### src/rtl/pipelined_cla_adder.sv
// ----------------------------------------------------------------------------
// pipelined_cla_adder
//
// Pipelined carry-lookahead adder/subtractor. A WIDTH-bit operation is split
// into STAGES slices of CHUNK bits. Each slice is resolved in one cycle from
// 4-bit CLA blocks with group lookahead, and the slice carry is registered
// into the next stage. Operand bits not yet consumed travel forward with the
// pipeline, and completed sum bits ride along so every slice lines up in the
// final stage register, which drives the outputs directly.
//
// A single global stall (adv) freezes every stage when the output holds a
// result the consumer has not taken. Latency is STAGES cycles and throughput
// is one result per cycle.
//
// Ports
//   clk        in   rising-edge clock
//   rst_n      in   asynchronous active-low reset
//   in_valid   in   operands valid
//   in_ready   out  input accepted this cycle (= !out_valid | out_ready)
//   a, b       in   operands, WIDTH bits
//   c_in       in   carry-in (add) / borrow-in (sub)
//   sub        in   0: a + b + c_in, 1: a - b - c_in
//   out_valid  out  result fields valid
//   out_ready  in   consumer takes the result
//   sum        out  result, WIDTH bits
//   c_out      out  carry out of the MSB (sub: 1 = no borrow)
//   ovf        out  signed overflow
//   prop       out  word propagate, AND of all (a ^ b_eff)
//   gen        out  word generate, MSB carry with carry0 forced to 0
// ----------------------------------------------------------------------------
module pipelined_cla_adder #(
    parameter int unsigned WIDTH = 32,
    parameter int unsigned CHUNK = 8
) (
    input  logic             clk,
    input  logic             rst_n,
    input  logic             in_valid,
    output logic             in_ready,
    input  logic [WIDTH-1:0] a,
    input  logic [WIDTH-1:0] b,
    input  logic             c_in,
    input  logic             sub,
    output logic             out_valid,
    input  logic             out_ready,
    output logic [WIDTH-1:0] sum,
    output logic             c_out,
    output logic             ovf,
    output logic             prop,
    output logic             gen
);

    localparam int STAGES    = int'(WIDTH / CHUNK);
    localparam int GROUPS    = int'(CHUNK / 4);
    localparam int LAST      = STAGES - 1;
    // Operand skew registers feed stages 1..LAST; the last stage needs none.
    localparam int SKEWDEPTH = (STAGES > 1) ? STAGES - 1 : 1;

    // 4-bit carry-lookahead block. Returns {group P, group G, sum[3:0]}.
    function automatic logic [5:0] cla4(input logic [3:0] x, input logic [3:0] y,
                                        input logic ci);
        logic [3:0] p;
        logic [3:0] g;
        logic [3:0] c;
        logic       pg;
        logic       gg;
        p    = x ^ y;
        g    = x & y;
        c[0] = ci;
        c[1] = g[0] | (p[0] & ci);
        c[2] = g[1] | (p[1] & g[0]) | (p[1] & p[0] & ci);
        c[3] = g[2] | (p[2] & g[1]) | (p[2] & p[1] & g[0]) | (p[2] & p[1] & p[0] & ci);
        pg   = &p;
        gg   = g[3] | (p[3] & g[2]) | (p[3] & p[2] & g[1]) | (p[3] & p[2] & p[1] & g[0]);
        return {pg, gg, p ^ c};
    endfunction

    logic                             adv;
    logic [WIDTH-1:0]                 b_eff;
    logic                             carry0;

    logic [STAGES-1:0]                vld_q,  vld_d;
    logic [STAGES-1:0][WIDTH-1:0]     sum_q,  sum_d;
    logic [STAGES-1:0]                cy_q,   cy_d;   // real carry out of each slice
    logic [STAGES-1:0]                pw_q,   pw_d;   // running word propagate
    logic [STAGES-1:0]                gw_q,   gw_d;   // running word generate (carry0 = 0)
    logic [SKEWDEPTH-1:0][WIDTH-1:0]  a_q,    a_d;
    logic [SKEWDEPTH-1:0][WIDTH-1:0]  b_q,    b_d;    // already conditioned (b_eff)
    logic                             ovf_q,  ovf_d;

    assign out_valid = vld_q[LAST];
    assign adv       = !out_valid || out_ready;
    assign in_ready  = adv;

    assign b_eff  = sub ? ~b : b;
    assign carry0 = sub ? ~c_in : c_in;

    always_comb begin
        int               pk;
        logic [WIDTH-1:0] a_cur;
        logic [WIDTH-1:0] b_cur;
        logic [WIDTH-1:0] s_cur;
        logic             c;
        logic             p_prev;
        logic             g_prev;
        logic             sp;
        logic             sg;
        logic [5:0]       r;

        vld_d  = '0;
        sum_d  = '0;
        cy_d   = '0;
        pw_d   = '0;
        gw_d   = '0;
        a_d    = '0;
        b_d    = '0;
        ovf_d  = 1'b0;
        pk     = 0;
        a_cur  = '0;
        b_cur  = '0;
        s_cur  = '0;
        c      = 1'b0;
        p_prev = 1'b0;
        g_prev = 1'b0;
        sp     = 1'b0;
        sg     = 1'b0;
        r      = '0;

        for (int k = 0; k < STAGES; k++) begin
            pk     = (k == 0) ? 0 : k - 1;
            vld_d[k] = (k == 0) ? in_valid : vld_q[pk];
            a_cur  = (k == 0) ? a      : a_q[pk];
            b_cur  = (k == 0) ? b_eff  : b_q[pk];
            c      = (k == 0) ? carry0 : cy_q[pk];
            s_cur  = (k == 0) ? '0     : sum_q[pk];
            p_prev = (k == 0) ? 1'b1   : pw_q[pk];
            g_prev = (k == 0) ? 1'b0   : gw_q[pk];

            // Group lookahead across the slice: carry, slice P and slice G
            // (the latter with the slice carry-in forced to 0).
            sp = 1'b1;
            sg = 1'b0;
            for (int j = 0; j < GROUPS; j++) begin
                r = cla4(a_cur[k*CHUNK + j*4 +: 4], b_cur[k*CHUNK + j*4 +: 4], c);
                s_cur[k*CHUNK + j*4 +: 4] = r[3:0];
                c  = r[4] | (r[5] & c);
                sg = r[4] | (r[5] & sg);
                sp = sp & r[5];
            end

            sum_d[k] = s_cur;
            cy_d[k]  = c;
            pw_d[k]  = p_prev & sp;
            gw_d[k]  = sg | (sp & g_prev);

            if (k == LAST) begin
                ovf_d = (a_cur[WIDTH-1] == b_cur[WIDTH-1]) &&
                        (s_cur[WIDTH-1] != a_cur[WIDTH-1]);
            end
        end

        for (int k = 0; k < SKEWDEPTH; k++) begin
            pk     = (k == 0) ? 0 : k - 1;
            a_d[k] = (k == 0) ? a     : a_q[pk];
            b_d[k] = (k == 0) ? b_eff : b_q[pk];
        end
    end

    always_ff @(posedge clk or negedge rst_n) begin
        if (!rst_n) begin
            vld_q <= '0;
            sum_q <= '0;
            cy_q  <= '0;
            pw_q  <= '0;
            gw_q  <= '0;
            a_q   <= '0;
            b_q   <= '0;
            ovf_q <= 1'b0;
        end else if (adv) begin
            vld_q <= vld_d;
            sum_q <= sum_d;
            cy_q  <= cy_d;
            pw_q  <= pw_d;
            gw_q  <= gw_d;
            a_q   <= a_d;
            b_q   <= b_d;
            ovf_q <= ovf_d;
        end
    end

    assign sum   = sum_q[LAST];
    assign c_out = cy_q[LAST];
    assign prop  = pw_q[LAST];
    assign gen   = gw_q[LAST];
    assign ovf   = ovf_q;

endmodule

### config.mk
export PLATFORM = sky130hd
export DESIGN_NAME = pipelined_cla_adder
export DESIGN_NICKNAME = d
export VERILOG_FILES = /design/src/rtl/pipelined_cla_adder.sv
export SDC_FILE = /design/constraint.sdc
export NUM_CORES = 1
export LEC_CHECK = 0
export CELL_PAD_IN_SITES_DETAIL_PLACEMENT = 0
export CELL_PAD_IN_SITES_GLOBAL_PLACEMENT = 1
export CORE_MARGIN = 10
export CORE_UTILIZATION = 26
export CTS_CLUSTER_SIZE = 24
export DETAILED_ROUTE_END_ITERATION = 8
export PLACE_DENSITY = 0.5
export SLEW_MARGIN = 20
export SYNTH_ARGS = -nofsm -noshare
export SYNTH_HDL_FRONTEND = slang
export SYNTH_SLANG_ARGS = --single-unit
### constraint.sdc
create_clock -name clk -period 4.9 [get_ports clk]
set_clock_uncertainty 0.1 [all_clocks]
set_input_delay 1.47 -clock clk [delete_from_list [all_inputs] [get_ports clk]]
set_output_delay 1.47 -clock clk [all_outputs]
set_load 0.005 [all_outputs]
== Word level (Yosys, flattened, before mapping) ==
Cells that the tools add are included.
Storage, ports and cells
  register bits: 289
  output and inout bits: 38
Cells by class
  eq/ne operators: 2
  mux-type cells: 2
  bitwise gates (word level): 247
  reductions and logical operators: 11
Operator list (number)
  bitwise AND 1 bit: 134
  OR 1 bit: 87
  bitwise XOR 4 bit: 16
  bitwise AND 4 bit: 8
  2-to-1 mux 32 bit: 1
  NOT 32 bit: 1
  AND reduction 4 bit: 8
  == test 1 bit: 1
  logical AND 1 bit: 1
  logical NOT 1 bit: 1
  logical OR 1 bit: 1
  2-to-1 mux 1 bit: 1
  != test 1 bit: 1
  NOT 1 bit: 1

== Logic depth before layout (Yosys ltp) ==
  depth after elaboration: 11
  mapped depth: 10
  depth with buffers taken out: 8

== Least setup slack after synthesis ==
OpenSTA, ideal clock, no wires.
  path kind: input-to-output
  start: input out_ready
  end: output in_ready
  arrival time: 2.150 ns
  required time: 3.330 ns
  path slack: 1.180 ns
  stages: 5
  path through: nor2b_1 buf_2 inv_2 buf_2 buf_2
Between the ends
  longest elaborated chain between the ends: 1
Ends and longest elaborated chain
  from (decl): RTL line 44  | input logic out_ready,
  logical OR 1 bit: RTL line 91  | assign adv = !out_valid || out_ready;
  to (decl): RTL line 38  | output logic in_ready,
No other way between the ends.

== Worst setup path after layout ==
Ends and elaborated chain as after synthesis.

==> flow_metrics.py <==
metrics = {
    "critical_path": {
        "end_kind": "output port",
        "cpPeakStageDelay_ns": 0.52,
        "crit_top_cell": "clkdlybuf4s50_1",
        "slowest_stage": "clkdlybuf4s50_1",
        "crit_arrival_ns": 2.67,
        "reg2reg_slack_ns": 2.48,
        "critPathKind": "input pin to output port",
        "worstRegToRegCells": 7,
        "cp-start-kind": "input pin",
        "crit_path_cell_trace": "clkdlybuf4s50_1 > nor2b_4 > inv_6 > clkdlybuf4s50_1",
        "cp_data_required_time_ns": 3.33,
        "critPathMaxFanout": 4,
    },
    "clock_network": {
        "clockBufferDepth": 2,
        "cts_setup_buffers": 0,
        "htreeDepth": 4,
        "numCtsBuffers": 17,
        "clk_latency_ns": 0.44,
        "cts_tree": "yes",
        "clk_pin_slew_ns": 0.07,
        "post_cts_resized": 0,
        "cts_num_sinks": 193,
        "cts-root-buf": "clkbuf_16",
        "cts_hold_buf": 0,
    },
    "job": {
        "cap_violations": 0,
    },
    "yosys": {
        "ys_seq_area_share_pct": 55.1,
        "netlist_area_um2": 8770,
        "synth_warnings": 0,
        "synthCells": 951,
        "syn_nets": 1061,
        "ys_types": 40,
        "ys_top_cells_by_area": "dfrtp_1 (55%), nand2_1 (18%), ha_1 (4.6%), xnor2_1 (3.3%), xor2_1 (2.4%)",
        "synth_seq_cells": 193,
        "yosysTopAreaCell": "dfrtp_1",
        "synth_top_area_share_pct": 55.1,
        "syn_avg_cell_area_um2": 9.22,
    },
    "layout": {
        "fillCellCount": 3594,
        "fin_area_um2": 10900,
        "final_cells": 1498,
        "diodes": 0,
        "drive_above_1_share_pct": 4.76,
        "final_common_cell": "nand2_1",
        "final_cell_mix": "nand2_1 (417), dfrtp_1 (193), clkdlybuf4s50_1 (105)",
        "final_nets": 1148,
        "area_growth_pct": 24.5,
        "final_util_pct": 32.6,
    },
    "sta": {
        "period_minus_slack_ns": 4.24,
        "tightest_slew_ns": 0.914,
        "fmax_mhz": 236,
        "setup_viol": 0,
        "rsz0062_at_grt": "false",
        "hold_violations": 0,
        "finalMaxSlewViolations": 0,
        "tns_ns": 0,
        "fin_crit_sh_pct": 86.6,
        "relSlewSlack_pct": 39.1,
    },
    "power_and_ir_drop": {
        "pwr-share-clk_pct": 21.9,
        "power_frac_comb_pct": 38.4,
        "pwr-share-seq_pct": 39.7,
        "internal-power_uw": 4320,
        "switchingPower_uw": 2460,
        "powerDensity_nw_per_um2": 621,
        "fin_total_pwr_uw": 6780,
        "p_leak_uw": 0.00520,
        "vdd_ir_drop_max_mv": 0.297,
        "p_sw_share_pct": 36.3,
    },
    "global_route": {
        "met3_usage_pct": 2.94,
        "antenna_found_initial": 0,
        "grt_start_max_net_pins": 191,
        "grt.overflow.total": 0,
        "grtUsageMet2_pct": 16.8,
        "grt_pass1_wl_um": 35800,
        "gr-max-usage-layer": "met2",
        "track_usage_pct": 10.8,
        "grt_pass1_vias": 6532,
        "grtUsageMet1_pct": 14.5,
    },
    "die": {
        "dieArea_um2": 41500,
        "io_pins": 108,
        "die_h_um": 204,
        "core_um2": 33400,
        "core.rowCount": 67,
        "die_x_um": 204,
        "initial_utilization_pct": 26.2,
    },
    "hold_path": {
        "min_delay_path_depth": 2,
        "hp-class": "register to register",
    },
    "route": {
        "vias": 6230,
        "drcViolationCount": 0,
        "antenna_left": 0,
        "wirelength_um": 21600,
        "drtIter0Drc": 360,
        "dr.pass1.iters": 4,
        "post_drt_via_cell_ratio": 4.16,
        "wl_per_cell_um": 14.4,
    },
    "placed_design": {
        "place_area_um2": 10300,
        "dp.cells": 1467,
        "place_hpwl_um": 14400,
        "place.gp.congestion": 0.718,
        "io_buffers": 107,
    },
    "outcome": {
        "status": "finished, final reports clean",
    },
}
[worst max-delay path: cells and delay by family]
family                 cells  cell delay [ns]
buffers and inverters      3             1.12
and+or+nand+nor            1             0.07
[final cells by class]
type	instances	area [um2]	share of cell area [%]
Tap cell	448	561	5.13
Inverter	21	83.8	0.768
Sequential cell	193	4830	44.2
Clock buffer	21	470	4.31
Timing Repair Buffer	114	1160	10.6
Multi-Input combinational cell	691	3660	33.6
Clock inverter	10	148	1.35
[power by group through the flow]
stage / combinational (uW) / clock [uW] / sequential [uW]
5_1_grt: 3020 / 1610 / 2800
3_3_place_gp: 2650 / 0 / 2730
6_report: 2600 / 1480 / 2690
4_1_cts: 2680 / 1550 / 2710
3_5_place_dp: 2660 / 0 / 2740
2_1_floorplan: 1770 / 0 / 2640
[cells by family (layout without fill, tap and decap cells)]
group           after synthesis  count (layout)  synth area share [%]
compound gates              123             123                  8.73
xor+xnor                     58              58                  5.88
fa+ha+maj                    40              40                  6.39
buf+inv                      67             166                  3.24
flops                       193             193                  55.1
simple gates                470             470                  20.7
[final timing paths]
path | start | endpoint
worst max-delay path | out_ready | in_ready
worst min-delay path | vld_q[2]$_DFFE_PN0P_ | vld_q[2]$_DFFE_PN0P_
worst max register to register | a_d[81]$_DFFE_PN0P_ | sum_d[117]$_DFFE_PN0P_
worst min register to register | vld_q[2]$_DFFE_PN0P_ | vld_q[2]$_DFFE_PN0P_
max in group asynchronous | rst_n | a_d[84]$_DFFE_PN0P_
min in group asynchronous | rst_n | b_d[59]$_DFFE_PN0P_
[per-layer routing]
layer	vias up	part of all wire (%)
li1	3210	-
met1	2937	49
met3	13	3.7
met4	0	0.91
met2	70	46
met5	-	0
[state kept, by name, indices dropped and copies added, names as in the netlist]
register,count
sum,32
cy_q,4
b_d,40
b_q,8
a_q,8
sum_d,48
vld_q,4
pw_q,4
ovf,1
a_d,40
gw_q,4
[synthesized netlist by cell type (all sizes together)]
| cell type | instances |
|---|---|
| xor2 | 25 |
| o21ai | 42 |
| nand2b | 2 |
| o221ai | 5 |
| a21oi | 41 |
| o21bai | 3 |
| nor2 | 32 |
| dfrtp | 193 |
| a21o | 13 |
| nand3 | 4 |
| nor2b | 4 |
| or2 | 1 |
| a211o | 2 |
| and4 | 1 |
| clkbuf | 17 |
| inv | 21 |
| a21boi | 1 |
| nand4 | 6 |
| and3 | 2 |
| a31oi | 7 |
| buf | 29 |
| a32oi | 1 |
| nand3b | 1 |
| a221oi | 1 |
| o31ai | 2 |
| o211ai | 3 |
| nand2 | 417 |
| ha | 32 |
| xnor2 | 33 |
| o22a | 1 |
| fa | 8 |
| o21a | 1 |
[metrics by stage]
| step | worst slack (ns) | hold WS (ns) |
|---|---|---|
| 2_1_floorplan | 1.18 | 0.330 |
| 3_3_place_gp | 0.643 | 0.350 |
| 3_5_place_dp | 0.651 | 0.351 |
| 4_1_cts | 0.635 | 0.367 |
| 5_1_grt | 0.598 | 0.386 |
| 6_report | 0.658 | 0.359 |
Power figures use the tool's default switching activity.
==> edit 1, RTL diff (same settings) <==
The parameter `WIDTH` goes from 32 to 28.
--- a/src/rtl/pipelined_cla_adder.sv
+++ b/src/rtl/pipelined_cla_adder.sv
@@ -30,5 +30,5 @@
 // ----------------------------------------------------------------------------
 module pipelined_cla_adder #(
-    parameter int unsigned WIDTH = 32,
+    parameter int unsigned WIDTH = 28,
     parameter int unsigned CHUNK = 8
 ) (
Interface: changed (resized a, b and sum); port bits go from 108 to 96. The function was not compared with the original's and may differ.
==> edit 1 against the unedited design <==
Synthesized area decreased by 36%. Sequential cell count decreased by 80. Routed wire length decreased by 35%. Worst setup slack got worse by 0.022 ns. Final area decreased by 33%. Synthesized cell count decreased by 37%. Total power decreased by 38%.
==> edit 1: results (changes against the unedited design) <==
- Non-clk invs: 18 (-14%)
- Netlist cell types: 52 (+30%)
- Worst Path Arrival: 2.69 ns (+0.02 ns)
- Adder-cell area share of the yosys netlist: 0.0755 (+0.0115)
- Tot Pwr: 0.00423 W (-38%)
- Layout cells sized above 1: 0.0663 (+0.0187)
- Final HPWL DP: 9.84 mm (-32%)
- Int Power: 0.00282 W (-35%)
- Largest net degree at the start of global routing: 84 (-56%)
- Mux cell area share after synthesis: 0.00180 (+0.00180)
- Clock buffer count in the final layout: 20 (-4.8%)
- Sequential Power Share: 0.356 (-0.041)
- Met3 Usage GRT: 0.0348 (+0.00543)
- WHS: 0.361 ns (+0.00288 ns)
- Clock network area share: 0.0828 (+0.0262)
- Status: complete, no violations
- Leading post-synthesis cells by cell area: dfrtp_1, nand2_1, ha_1, xnor2_1, a21oi_1
- Maximum vdd drop: 0.000237 V (-20%)
- Nets: 775 (-32%)
- WL met3: 666 um (-18%)
- Multi-input combinational area share: 0.347 (+0.0115)
- Initial drt markers: 246 (-32%)
- WL per Instance: 14.5 um (+0.66%)
- Setup bufs post-CTS: 0 (unchanged)
- Xor and xnor area share after synthesis: 0.0584 (-0.000386)
- IO buf count: 85 (-21%)
- R2R Setup Slk: 2.27 ns (-0.21 ns)
- First-pass GRT wire length: 23.6 mm (-34%)
- Power per Cell Area: 582 mW/mm2 (-6.2%)
- Vias in the first global route: 4442 (-32%)
- Worst skew pair latency: 0.41 ns (-0.03 ns)
- Mapped Cells: 601 (-37%)
- Comb_multi_in: 441 (-36%)
- Tcrit/Tclk final: 0.870 (+0.00444)
- Synth Area per Inst: 9.27 um2 (+0.52%)
- Met1 usage: 0.145 (-0.000279)
- Met1 Routed Length: 7.41 mm (-30%)
- GR Util met2: 0.146 (-0.0222)
- DR vias: 4235 (-32%)
- Final WL: 14.0 mm (-35%)
- Global-route usage over all layers: 0.105 (-0.00351)
- Pre-CTS worst setup slack: 0.603 ns (-0.0476 ns)
- Clk slew on worst S/H paths: 0.05 ns (-0.02 ns)
- Met2 wire length: 5.71 mm (-43%)
- Clk. pwr: 0.00126 W (-15%)
-- edit 1: changes by cell type in the layout (fill, tap and decap cells not counted), moves of 5 or more --
| cell | change |
|---|---|
| ha_1 | -8 |
| clkdlybuf4s50_1 | -22 |
| nand2_1 | -192 |
| o21ai_1 | +23 |
| o21ai_0 | -38 |
| inv_6 | -5 |
| dfrtp_1 | -80 |
| xor2_1 | -12 |
| nand3_1 | +7 |
| xnor2_1 | -11 |
| nor2_1 | -14 |
| a21o_1 | -6 |
| a21oi_1 | -14 |
-- edit 1: final timing paths --
path / endpoint / start / depth (start not counted)
worst min-delay path: sum[8] / sum[8] / 2
min in group asynchronous: sum[2] / rst_n / 1
max in group asynchronous: b_d[38] / rst_n / 2
worst max-delay path: in_ready / out_ready / 4
worst max register to register: sum_d[34] / vld_q[2] / 6
worst min register to register: sum[8] / sum[8] / 2
==> edit 2, RTL diff (same settings) <==
Without the edit above. Reset style: synchronous (`rst_n`), changed in one clocked block. Comments in the files are not updated.
--- a/src/rtl/pipelined_cla_adder.sv
+++ b/src/rtl/pipelined_cla_adder.sv
@@ -166,5 +166,5 @@
     end
 
-    always_ff @(posedge clk or negedge rst_n) begin
+    always_ff @(posedge clk) begin
         if (!rst_n) begin
             vld_q <= '0;
Formal check against the unedited RTL: differs if rst_n is asserted again (counterexample within 10 cycles, from zero or initial values and one cycle with rst_n low); with rst_n held inactive, the same outputs for 10 cycles.
==> edit 2 against the unedited design <==
Hold slack worse by 0.0098 ns. Final area down 5.8%. Synthesized cell count up 6.2%. Synthesized area down 4.7%. Utilization down 0.12 points. First-iteration DRC count down 0.28%. Routed wire length up 4.6%. Worst setup slack worse by 0.020 ns. Sequential cell count unchanged.
Power is not compared: it rests on default switching activity, and its combinational part moved more than twofold at a synthesized area within 25%.
==> edit 2: results (changes against the unedited design) <==
- Global-route usage over all layers: 0.116 (+0.00828)
- Mapped Cells: 1010 (+6.2%)
- CP Max Fanout: 2 (-2)
- Pre-CTS worst setup slack: 0.627 ns (-0.0242 ns)
- Sequential area share after synthesis: 0.462 (-0.0884)
- Fill count: 3383 (-5.9%)
- Cell count after placement: 1460 (-0.48%)
- WL per Instance: 15.1 um (+5.1%)
- Async SR Flop Fraction: 0 (-1.00)
- Status: complete, no violations
- Netlist cell types: 45 (+13%)
- Nets: 1187 (+3.4%)
- Layout cells sized above 1: 0.0477 (+0.0000874)
- Worst slew margin: 0.377 (-0.0132)
- Final WL: 22.6 mm (+4.6%)
- Final HPWL DP: 15.1 mm (+4.9%)
- GP Congestion: 0.757 (+5.3%)
- Initial drt markers: 359 (-0.28%)
- Net Count, Synth: 1120 (+5.6%)
- Initial antenna violation count: 0 (unchanged)
- Leading post-synthesis cells by cell area: dfxtp_1, nand2_1, a21oi_1, ha_1, xnor2_1
- Setup TNS: 0 ns (unchanged)
- Vias/cell: 4.47 (+7.5%)
- Largest net degree at the start of global routing: 166 (-13%)
- Commonest cells post-synth: nand2_1, dfxtp_1, a21oi_1
- ANT cells: 0 (unchanged)
- Worst skew pair latency: 0.44 ns (about the same)
- First-pass GRT wire length: 37.1 mm (+3.6%)
- Clk slew on worst S/H paths: 0.08 ns
edit 2: where the power goes:
group	total, W	internal, W	switching, W	leakage [nW]
combinational	0.000427	0.000209	0.000218	2.08
clock	0.00136	0.000683	0.000678	0.279
sequential	0.00173	0.00167	0.0000579	1.59
edit 2: critical path: stages:
cell and delay (ns):
clkdlybuf4s50_1 0.44, and2b_4 0.20, inv_6 0.06, clkdlybuf4s50_1 0.51
edit 2: path summary, 6_finish.rpt:
check	from	to	slack, ns	depth (start not counted)
hold reg to reg	b_d[59]	b_d[91]	0.35	2
hold / removal	b_d[59]	b_d[91]	0.35	2
setup reg to reg	b_q[88]	sum[29]	2.51	7
setup / recovery	out_ready	in_ready	0.64	4
edit 2: logic make-up (layout without fill, tap and decap cells):
kind of cell	Yosys count	count (layout)	synth area share
buf+inv	89	169	0.0461
fa+ha+maj	40	40	0.0671
flops	193	193	0.462
xor+xnor	47	47	0.0515
simple gates	385	385	0.188
compound gates	256	256	0.185
edit 2: layer usage:
layer / up-vias / routed length, um / share of wire / GRT usage
met3: 11 / 990 / 0.044 / 0.0303
met2: 81 / 9420 / 0.42 / 0.168
met5: - / 0 / 0 / 0
met4: 0 / 169 / 0.0075 / 0.0297
li1: 3554 / - / - / -
met1: 3027 / 12000 / 0.53 / 0.167
edit 2: area by class of cell:
cell class | count | area (um2) | area share
multi-input combinational | 728 | 4110 | 0.400
sequential | 193 | 3860 | 0.376
timing repair buffer | 116 | 1160 | 0.113
tap | 402 | 503 | 0.0489
clock buffer | 18 | 439 | 0.0427
clock inverter | 14 | 124 | 0.0120
inverter | 21 | 88.8 | 0.00863
edit 2: through the flow:
| stage | hold slack, ns | cell area (um2) |
|---|---|---|
| 4_1_cts | 0.350 | 10300 |
| 3_5_place_dp | 0.346 | 9730 |
| 2_1_floorplan | 0.332 | 8360 |
| 5_1_grt | 0.365 | 10300 |
| 6_report | 0.349 | 10300 |
| 3_3_place_gp | 0.340 | 9730 |
